[config.mk]
export PLATFORM = sky130hd
export DESIGN_NAME = lane_dly_seq_flat
export DESIGN_NICKNAME = d
export VERILOG_FILES = /design/src/rtl/lane_dly_seq_if.sv /design/src/rtl/lane_dly_seq.sv /design/src/flat_wrapper.sv
export SDC_FILE = /design/constraint.sdc
export NUM_CORES = 1
export LEC_CHECK = 0
export CAP_MARGIN = 20
export CORE_MARGIN = 3
export CORE_UTILIZATION = 48
export CTS_CLUSTER_SIZE = 16
export DETAILED_ROUTE_END_ITERATION = 16
export PLACE_DENSITY_LB_ADDON = 0.12
export SYNTH_ARGS = -nofsm -noshare
export SYNTH_HDL_FRONTEND = slang
export SYNTH_SLANG_ARGS = --single-unit
[constraint.sdc]
create_clock -name FAB_CLK -period 9.2 [get_ports FAB_CLK]
set_input_delay 1.84 -clock FAB_CLK [delete_from_list [all_inputs] [get_ports FAB_CLK]]
set_output_delay 1.84 -clock FAB_CLK [all_outputs]
set_load 0.01 [all_outputs]
[src/rtl/lane_dly_seq_if.sv]
// Request channel from the training logic to the DQS delay-line sequencer.
interface lane_dly_seq_if #(parameter int TAP_W = 8);
  logic             REQ_VALID;
  logic             REQ_READY;
  logic             REQ_SEL;
  logic [1:0]       REQ_CMD;
  logic             REQ_DIR;
  logic [TAP_W-1:0] REQ_COUNT;

  modport master (output REQ_VALID, REQ_SEL, REQ_CMD, REQ_DIR, REQ_COUNT,
                  input  REQ_READY);
  modport slave  (input  REQ_VALID, REQ_SEL, REQ_CMD, REQ_DIR, REQ_COUNT,
                  output REQ_READY);
endinterface

[src/rtl/lane_dly_seq.sv]
// Sequences MOVE/LOAD pulses onto one lane's RX/TX DQS delay lines with the
// HS IO clock paused around them, and tracks both tap counts.
//
// state  | meaning
// IDLE   | ready for a request
// SETUP  | decode request, pause asserted (or reject with ERR)
// PAUSE  | settle time before the first pulse
// STEP   | one MOVE pulse, or boundary abort
// LOADP  | one LOAD pulse
// GAP    | low time after a pulse, OOR sampled
// FINISH | pause released, DONE or ERR
module lane_dly_seq #(
  parameter int TAP_W     = 8,
  parameter int TAP_MAX   = 255,
  parameter int LOAD_VAL  = 1,
  parameter int PAUSE_CYC = 2,
  parameter int MOVE_GAP  = 3
) (
  input  logic             FAB_CLK,
  input  logic             RESET,
  lane_dly_seq_if.slave    req,
  output logic             DELAY_LINE_SEL,
  output logic             DELAY_LINE_DIRECTION,
  output logic             DELAY_LINE_MOVE,
  output logic             DELAY_LINE_LOAD,
  output logic             HS_IO_CLK_PAUSE,
  input  logic             RX_DELAY_LINE_OUT_OF_RANGE,
  input  logic             TX_DELAY_LINE_OUT_OF_RANGE,
  output logic             DONE,
  output logic             ERR,
  output logic [TAP_W-1:0] RX_TAP,
  output logic [TAP_W-1:0] TX_TAP
);
  localparam int CNT_MAX = (PAUSE_CYC > MOVE_GAP) ? PAUSE_CYC : MOVE_GAP;
  localparam int CNT_W   = (CNT_MAX > 1) ? $clog2(CNT_MAX) : 1;
  localparam int TW1     = TAP_W + 1;
  localparam logic [CNT_W-1:0] PAUSE_LD = CNT_W'(PAUSE_CYC - 1);
  localparam logic [CNT_W-1:0] GAP_LD   = CNT_W'(MOVE_GAP - 1);
  localparam logic [TAP_W-1:0] TAP_TOP  = TAP_W'(TAP_MAX);
  localparam logic [TW1-1:0]   TAP_TOPX = TW1'(TAP_MAX);
  localparam logic [TAP_W-1:0] TAP_LOAD = TAP_W'(LOAD_VAL);
  localparam logic [1:0] CMD_MOVE = 2'b00, CMD_LOAD = 2'b01,
                         CMD_SET  = 2'b10, CMD_BAD  = 2'b11;

  typedef enum logic [2:0] {
    S_IDLE, S_SETUP, S_PAUSE, S_STEP, S_LOADP, S_GAP, S_FINISH
  } state_t;

  state_t           state_q, state_d;
  logic [CNT_W-1:0] cnt_q, cnt_d;
  logic [TAP_W-1:0] rem_q, rem_d;
  logic             cap_sel_q, cap_sel_d, cap_dir_q, cap_dir_d;
  logic [1:0]       cap_cmd_q, cap_cmd_d;
  logic [TAP_W-1:0] cap_cnt_q, cap_cnt_d;
  logic             sel_q, sel_d, dir_q, dir_d, err_q, err_d;
  logic [TAP_W-1:0] rx_tap_q, rx_tap_d, tx_tap_q, tx_tap_d;

  logic             ready;
  logic [TAP_W-1:0] tap_sel, tap_nxt;
  logic             oor_sel, set_dir, reject, new_dir, at_bound;

  always_ff @(posedge FAB_CLK or posedge RESET) begin
    if (RESET) begin
      state_q   <= S_IDLE;
      cnt_q     <= '0;
      rem_q     <= '0;
      cap_sel_q <= 1'b0;
      cap_dir_q <= 1'b0;
      cap_cmd_q <= CMD_MOVE;
      cap_cnt_q <= '0;
      sel_q     <= 1'b0;
      dir_q     <= 1'b0;
      err_q     <= 1'b0;
      rx_tap_q  <= TAP_LOAD;
      tx_tap_q  <= TAP_LOAD;
    end else begin
      state_q   <= state_d;
      cnt_q     <= cnt_d;
      rem_q     <= rem_d;
      cap_sel_q <= cap_sel_d;
      cap_dir_q <= cap_dir_d;
      cap_cmd_q <= cap_cmd_d;
      cap_cnt_q <= cap_cnt_d;
      sel_q     <= sel_d;
      dir_q     <= dir_d;
      err_q     <= err_d;
      rx_tap_q  <= rx_tap_d;
      tx_tap_q  <= tx_tap_d;
    end
  end

  always_comb begin
    state_d   = state_q;
    cnt_d     = cnt_q;
    rem_d     = rem_q;
    cap_sel_d = cap_sel_q;
    cap_dir_d = cap_dir_q;
    cap_cmd_d = cap_cmd_q;
    cap_cnt_d = cap_cnt_q;
    sel_d     = sel_q;
    dir_d     = dir_q;
    err_d     = err_q;
    rx_tap_d  = rx_tap_q;
    tx_tap_d  = tx_tap_q;

    ready                = 1'b0;
    HS_IO_CLK_PAUSE      = 1'b0;
    DELAY_LINE_MOVE      = 1'b0;
    DELAY_LINE_LOAD      = 1'b0;
    DELAY_LINE_SEL       = sel_q;
    DELAY_LINE_DIRECTION = dir_q;
    DONE                 = 1'b0;
    ERR                  = 1'b0;

    tap_sel  = cap_sel_q ? tx_tap_q : rx_tap_q;
    oor_sel  = cap_sel_q ? TX_DELAY_LINE_OUT_OF_RANGE : RX_DELAY_LINE_OUT_OF_RANGE;
    set_dir  = (cap_cnt_q > tap_sel);
    reject   = (cap_cmd_q == CMD_BAD) ||
               ((cap_cmd_q == CMD_SET) && ({1'b0, cap_cnt_q} > TAP_TOPX));
    new_dir  = (cap_cmd_q == CMD_MOVE) ? cap_dir_q :
               (cap_cmd_q == CMD_SET)  ? set_dir   : dir_q;
    at_bound = dir_q ? (tap_sel == TAP_TOP) : (tap_sel == '0);
    tap_nxt  = dir_q ? tap_sel + TAP_W'(1) : tap_sel - TAP_W'(1);

    case (state_q)
      S_IDLE: begin
        ready = 1'b1;
        if (req.REQ_VALID) begin
          cap_sel_d = req.REQ_SEL;
          cap_cmd_d = req.REQ_CMD;
          cap_dir_d = req.REQ_DIR;
          cap_cnt_d = req.REQ_COUNT;
          err_d     = 1'b0;
          state_d   = S_SETUP;
        end
      end
      S_SETUP: begin
        if (reject) begin
          // rejected requests leave the delay-line pins exactly as they were
          ERR     = 1'b1;
          state_d = S_IDLE;
        end else begin
          HS_IO_CLK_PAUSE      = 1'b1;
          DELAY_LINE_SEL       = cap_sel_q;
          DELAY_LINE_DIRECTION = new_dir;
          sel_d   = cap_sel_q;
          dir_d   = new_dir;
          cnt_d   = PAUSE_LD;
          state_d = S_PAUSE;
          case (cap_cmd_q)
            CMD_MOVE: rem_d = cap_cnt_q;
            CMD_SET:  rem_d = set_dir ? cap_cnt_q - tap_sel : tap_sel - cap_cnt_q;
            default:  rem_d = '0;
          endcase
        end
      end
      S_PAUSE: begin
        HS_IO_CLK_PAUSE = 1'b1;
        if (cnt_q == '0) begin
          if (cap_cmd_q == CMD_LOAD) state_d = S_LOADP;
          else if (rem_q == '0)      state_d = S_FINISH;
          else                       state_d = S_STEP;
        end else begin
          cnt_d = cnt_q - CNT_W'(1);
        end
      end
      S_STEP: begin
        HS_IO_CLK_PAUSE = 1'b1;
        if (at_bound) begin
          err_d   = 1'b1;
          state_d = S_FINISH;
        end else begin
          DELAY_LINE_MOVE = 1'b1;
          if (cap_sel_q) tx_tap_d = tap_nxt;
          else           rx_tap_d = tap_nxt;
          rem_d   = rem_q - TAP_W'(1);
          cnt_d   = GAP_LD;
          state_d = S_GAP;
        end
      end
      S_LOADP: begin
        HS_IO_CLK_PAUSE = 1'b1;
        DELAY_LINE_LOAD = 1'b1;
        if (cap_sel_q) tx_tap_d = TAP_LOAD;
        else           rx_tap_d = TAP_LOAD;
        cnt_d   = GAP_LD;
        state_d = S_GAP;
      end
      S_GAP: begin
        HS_IO_CLK_PAUSE = 1'b1;
        if (oor_sel) err_d = 1'b1;
        if (cnt_q == '0) begin
          if (err_q || oor_sel || (rem_q == '0)) state_d = S_FINISH;
          else                                   state_d = S_STEP;
        end else begin
          cnt_d = cnt_q - CNT_W'(1);
        end
      end
      S_FINISH: begin
        DONE    = ~err_q;
        ERR     = err_q;
        state_d = S_IDLE;
      end
      default: state_d = S_IDLE;
    endcase
  end

  assign req.REQ_READY = ready;
  assign RX_TAP        = rx_tap_q;
  assign TX_TAP        = tx_tap_q;
endmodule

[src/flat_wrapper.sv]
// flat-port wrapper written by rule: the top's interface ports become plain ports
module lane_dly_seq_flat 
#(
  parameter int TAP_W     = 8,
  parameter int TAP_MAX   = 255,
  parameter int LOAD_VAL  = 1,
  parameter int PAUSE_CYC = 2,
  parameter int MOVE_GAP  = 3
)
  (FAB_CLK, RESET, DELAY_LINE_SEL, DELAY_LINE_DIRECTION, DELAY_LINE_MOVE, DELAY_LINE_LOAD, HS_IO_CLK_PAUSE, RX_DELAY_LINE_OUT_OF_RANGE, TX_DELAY_LINE_OUT_OF_RANGE, DONE, ERR, RX_TAP, TX_TAP, req_REQ_VALID, req_REQ_SEL, req_REQ_CMD, req_REQ_DIR, req_REQ_COUNT, req_REQ_READY);
  lane_dly_seq_if #(.TAP_W(TAP_W)) req_i ();
  input  logic FAB_CLK;
  input  logic RESET;
  output logic DELAY_LINE_SEL;
  output logic DELAY_LINE_DIRECTION;
  output logic DELAY_LINE_MOVE;
  output logic DELAY_LINE_LOAD;
  output logic HS_IO_CLK_PAUSE;
  input  logic RX_DELAY_LINE_OUT_OF_RANGE;
  input  logic TX_DELAY_LINE_OUT_OF_RANGE;
  output logic DONE;
  output logic ERR;
  output logic [TAP_W-1:0] RX_TAP;
  output logic [TAP_W-1:0] TX_TAP;
  input wire logic [$bits(req_i.REQ_VALID)-1:0] req_REQ_VALID;
  input wire logic [$bits(req_i.REQ_SEL)-1:0] req_REQ_SEL;
  input wire logic [$bits(req_i.REQ_CMD)-1:0] req_REQ_CMD;
  input wire logic [$bits(req_i.REQ_DIR)-1:0] req_REQ_DIR;
  input wire logic [$bits(req_i.REQ_COUNT)-1:0] req_REQ_COUNT;
  output wire logic [$bits(req_i.REQ_READY)-1:0] req_REQ_READY;
  assign req_i.REQ_VALID = req_REQ_VALID;
  assign req_i.REQ_SEL = req_REQ_SEL;
  assign req_i.REQ_CMD = req_REQ_CMD;
  assign req_i.REQ_DIR = req_REQ_DIR;
  assign req_i.REQ_COUNT = req_REQ_COUNT;
  assign req_REQ_READY = req_i.REQ_READY;
  lane_dly_seq #(.TAP_W(TAP_W), .TAP_MAX(TAP_MAX), .LOAD_VAL(LOAD_VAL), .PAUSE_CYC(PAUSE_CYC), .MOVE_GAP(MOVE_GAP)) u_core (.FAB_CLK(FAB_CLK), .RESET(RESET), .req(req_i), .DELAY_LINE_SEL(DELAY_LINE_SEL), .DELAY_LINE_DIRECTION(DELAY_LINE_DIRECTION), .DELAY_LINE_MOVE(DELAY_LINE_MOVE), .DELAY_LINE_LOAD(DELAY_LINE_LOAD), .HS_IO_CLK_PAUSE(HS_IO_CLK_PAUSE), .RX_DELAY_LINE_OUT_OF_RANGE(RX_DELAY_LINE_OUT_OF_RANGE), .TX_DELAY_LINE_OUT_OF_RANGE(TX_DELAY_LINE_OUT_OF_RANGE), .DONE(DONE), .ERR(ERR), .RX_TAP(RX_TAP), .TX_TAP(TX_TAP));
endmodule
==> out/qor.csv <==
metric;value;unit
Starting Density;49.6;%
CTS Buf Count;5;
vias per std cell;6.11;
Syn Area/Cell;8.42;um^2
WHS;0.502;ns
Clk Latency, worst-skew pair;0.30;ns
HPWL Detailed;7630;um
IO Port Bufs;40;
Via Count;3419;
R2R setup slack;5.95;ns
crit end category;output pin;
ANT cells;0;
Final GP Congestion;0.953;
setup violators final;0;
register area share after synthesis;30.5;%
DIE AREA;0.00862;mm^2
clock root buffer;clkbuf_8;
synth-to-layout area growth;15.3;%
CP Data Required Time;7.36;ns
Worst Clk Skew;0.00473;ns
CTS sink cnt;44;
GRT overflow;0;
Post-Syn Area;0.00362;mm^2
Avg WL per Cell;18.0;um
syn nets;474;
CTS H-tree depth;2;
GRT Total Usage;24.5;%
Post-CTS Setup Repair Bufs;0;
vias in the first global route;3208;
DRC viols;0;
DR pass1 iterations;6;
layout cells sized above 1;6.94;%
CORE AREA;0.00729;mm^2
Rel. slew slack;33.5;%
Max-Cap Viols;0;
Crit Path Class;register to output pin;
Hold Path Depth;2;
crit path from;u_core.cap_sel_q;
IO Pins;41;
Routed WL;10100;um
worst r2r dst;u_core.rem_q[6];
DRT iter0 DRCs;220;
Fin. Hold Viols;0;
fin crit share;57.2;%
flops & latches, synth;44;
Final Slew Violations;0;
CP arrival;3.43;ns
worst hold path class;register to register;
Yosys warnings;0;
R2R Path Start;u_core.cap_sel_q;
cts hold-fix bufs;0;
Synth Flop Type;dfrtp_1;
setup TNS;0;ns
Post-Syn Instances;430;
number of flops mapped to enable cells by yosys;0;
outcome;finished clean;
Die H;92.8;um
hold path start;u_core.TX_TAP[0];
CTS tree;yes;
first-pass GRT wire length;16800;um
RSZ-0062 raised after global routing;no;
Routed Antenna Nets;0;
async set-reset flop share out of synthesis;100;%
min Tclk post-route;5.27;ns
largest net degree at the start of global routing;45;
Fmax;190;MHz
initial antenna violation count;0;
Max Root-Sink Buffers;2;
Worst-Margin Slew;0.990;ns
Max FO, Critical Path;32;
r2r worst-path depth;11;
post-layout util;57.2;%
num rows;31;
cts repair resizes;0;
Clock transition at path regs;0.09;ns
Die X;92.8;um
Critical Path Start Type;register;
Synth cell types;65;
layout net count;504;
Hold EP;u_core.TX_TAP[0];
layer usage:
layer  track usage [%]  routed length [um]  up-vias
met3              3.98                 548       27
met1              36.0                4720     1641
met2              36.4                4490      131
li1                  -                   -     1620
met5                 0                   0        -
met4              8.30                 312        0
registers in the layout (all words and copies together), names as in the netlist:
| name | cells |
|---|---|
| u_core.state_q | 3 |
| u_core.dir_q | 1 |
| u_core.rem_q | 8 |
| u_core.cnt_q | 2 |
| u_core.cap_cmd_q | 2 |
| u_core.err_q | 1 |
| u_core.cap_cnt_q | 8 |
| u_core.sel_q | 1 |
| u_core.cap_sel_q | 1 |
| u_core.cap_dir_q | 1 |
| u_core.RX_TAP | 8 |
| u_core.TX_TAP | 8 |
metrics by stage:
stage	std cells	cell area [um^2]	setup slack (ns)
floorplan	430	3620	4.80
global placement	552	4080	4.34
detailed placement	552	4080	4.28
CTS	560	4170	3.94
global route	560	4170	3.57
finish	560	4170	3.93
synth_stat cells (3+ instances only):
cell / instances / share of area (%)
o31ai_1: 5 / 1.0
and2_1: 8 / 1.4
nand4_1: 6 / 1.0
nor2_1: 27 / 2.8
fa_1: 3 / 1.7
o32ai_1: 4 / 0.97
nand2b_1: 5 / 0.86
a31oi_1: 10 / 1.7
a21o_1: 5 / 1.0
nor3_1: 14 / 1.9
nand2_1: 41 / 4.3
mux2i_1: 15 / 4.1
nor3b_1: 3 / 0.62
or3_1: 3 / 0.52
nor4_1: 7 / 1.2
o22ai_1: 6 / 1.0
ha_1: 24 / 8.3
a211oi_1: 5 / 1.0
dfrtp_1: 42 / 29
clkbuf_1: 11 / 1.1
buf_2: 3 / 0.41
inv_1: 35 / 3.6
buf_4: 3 / 0.62
nor2b_1: 5 / 0.86
mux2_2: 7 / 2.2
a21oi_1: 23 / 3.2
buf_1: 4 / 0.41
a2bb2oi_1: 3 / 0.73
o2bb2ai_1: 3 / 0.73
o21ai_0: 23 / 3.2
o21bai_1: 3 / 0.62
nand3_1: 15 / 2.1
o21a_1: 11 / 2.3
and3_1: 4 / 0.69
layout by cell type (no fill, tap or decap), types with 5 or more instances in the layout:
cell | synthesis | layout
nand3_1 | 15 | 15
inv_1 | 35 | 34
mux2_2 | 7 | 7
a21oi_1 | 23 | 23
a211oi_1 | 5 | 5
nand2b_1 | 5 | 5
nor3_1 | 14 | 14
and2_1 | 8 | 8
ha_1 | 24 | 24
o31ai_1 | 5 | 5
nand4_1 | 6 | 6
a31oi_1 | 10 | 10
o21ai_0 | 23 | 23
dfrtp_1 | 42 | 42
o21a_1 | 11 | 11
clkbuf_8 | 0 | 6
nor2b_1 | 5 | 5
a21o_1 | 5 | 5
nor2_1 | 27 | 27
o22ai_1 | 6 | 6
clkdlybuf4s50_1 | 0 | 40
nor4_1 | 7 | 7
mux2i_1 | 15 | 15
nand2_1 | 41 | 41
final cells by class:
cell class                      count  area [um^2]
Fill cell                         685         3120
Multi-Input combinational cell    329         2280
Sequential cell                    44         1100
Timing Repair Buffer               44          430
Inverter                           36          138
Tap cell                           99          124
Clock buffer                        7         86.3
Clock inverter                      1         7.51
cells by family after synthesis:
kind of cell / share of synthesized area (%)
simple gates: 20.2
compound gates: 24.4
buf+inv: 6.40
flops: 30.5
fa+ha+maj: 9.96
mux: 7.78
xor+xnor: 0.726
worst max path at each step:
stage | to | slack [ns] | depth (start not counted)
2_1_floorplan | DELAY_LINE_DIRECTION | 4.80 | 12
3_3_place_gp | DELAY_LINE_DIRECTION | 4.34 | 12
3_5_place_dp | DELAY_LINE_DIRECTION | 4.28 | 13
4_1_cts | DELAY_LINE_DIRECTION | 3.94 | 13
5_1_grt | DELAY_LINE_DIRECTION | 3.57 | 13
6_report | DELAY_LINE_DIRECTION | 3.93 | 12
worst max-delay path, stage by stage (launching register included):
cell and delay (ns):
dfrtp_1 0.37, buf_4 0.34, nand2_1 0.09, o21a_1 0.14, ha_1 0.47, nand4_1 0.20, or2_2 0.34, o31ai_2 0.06
buf_4 0.24, inv_1 0.13, mux2i_1 0.16, o31ai_1 0.09, clkdlybuf4s50_1 0.50
Power is not shown: default switching activity piles up to over one toggle a cycle in this logic, so the estimate is an artifact.
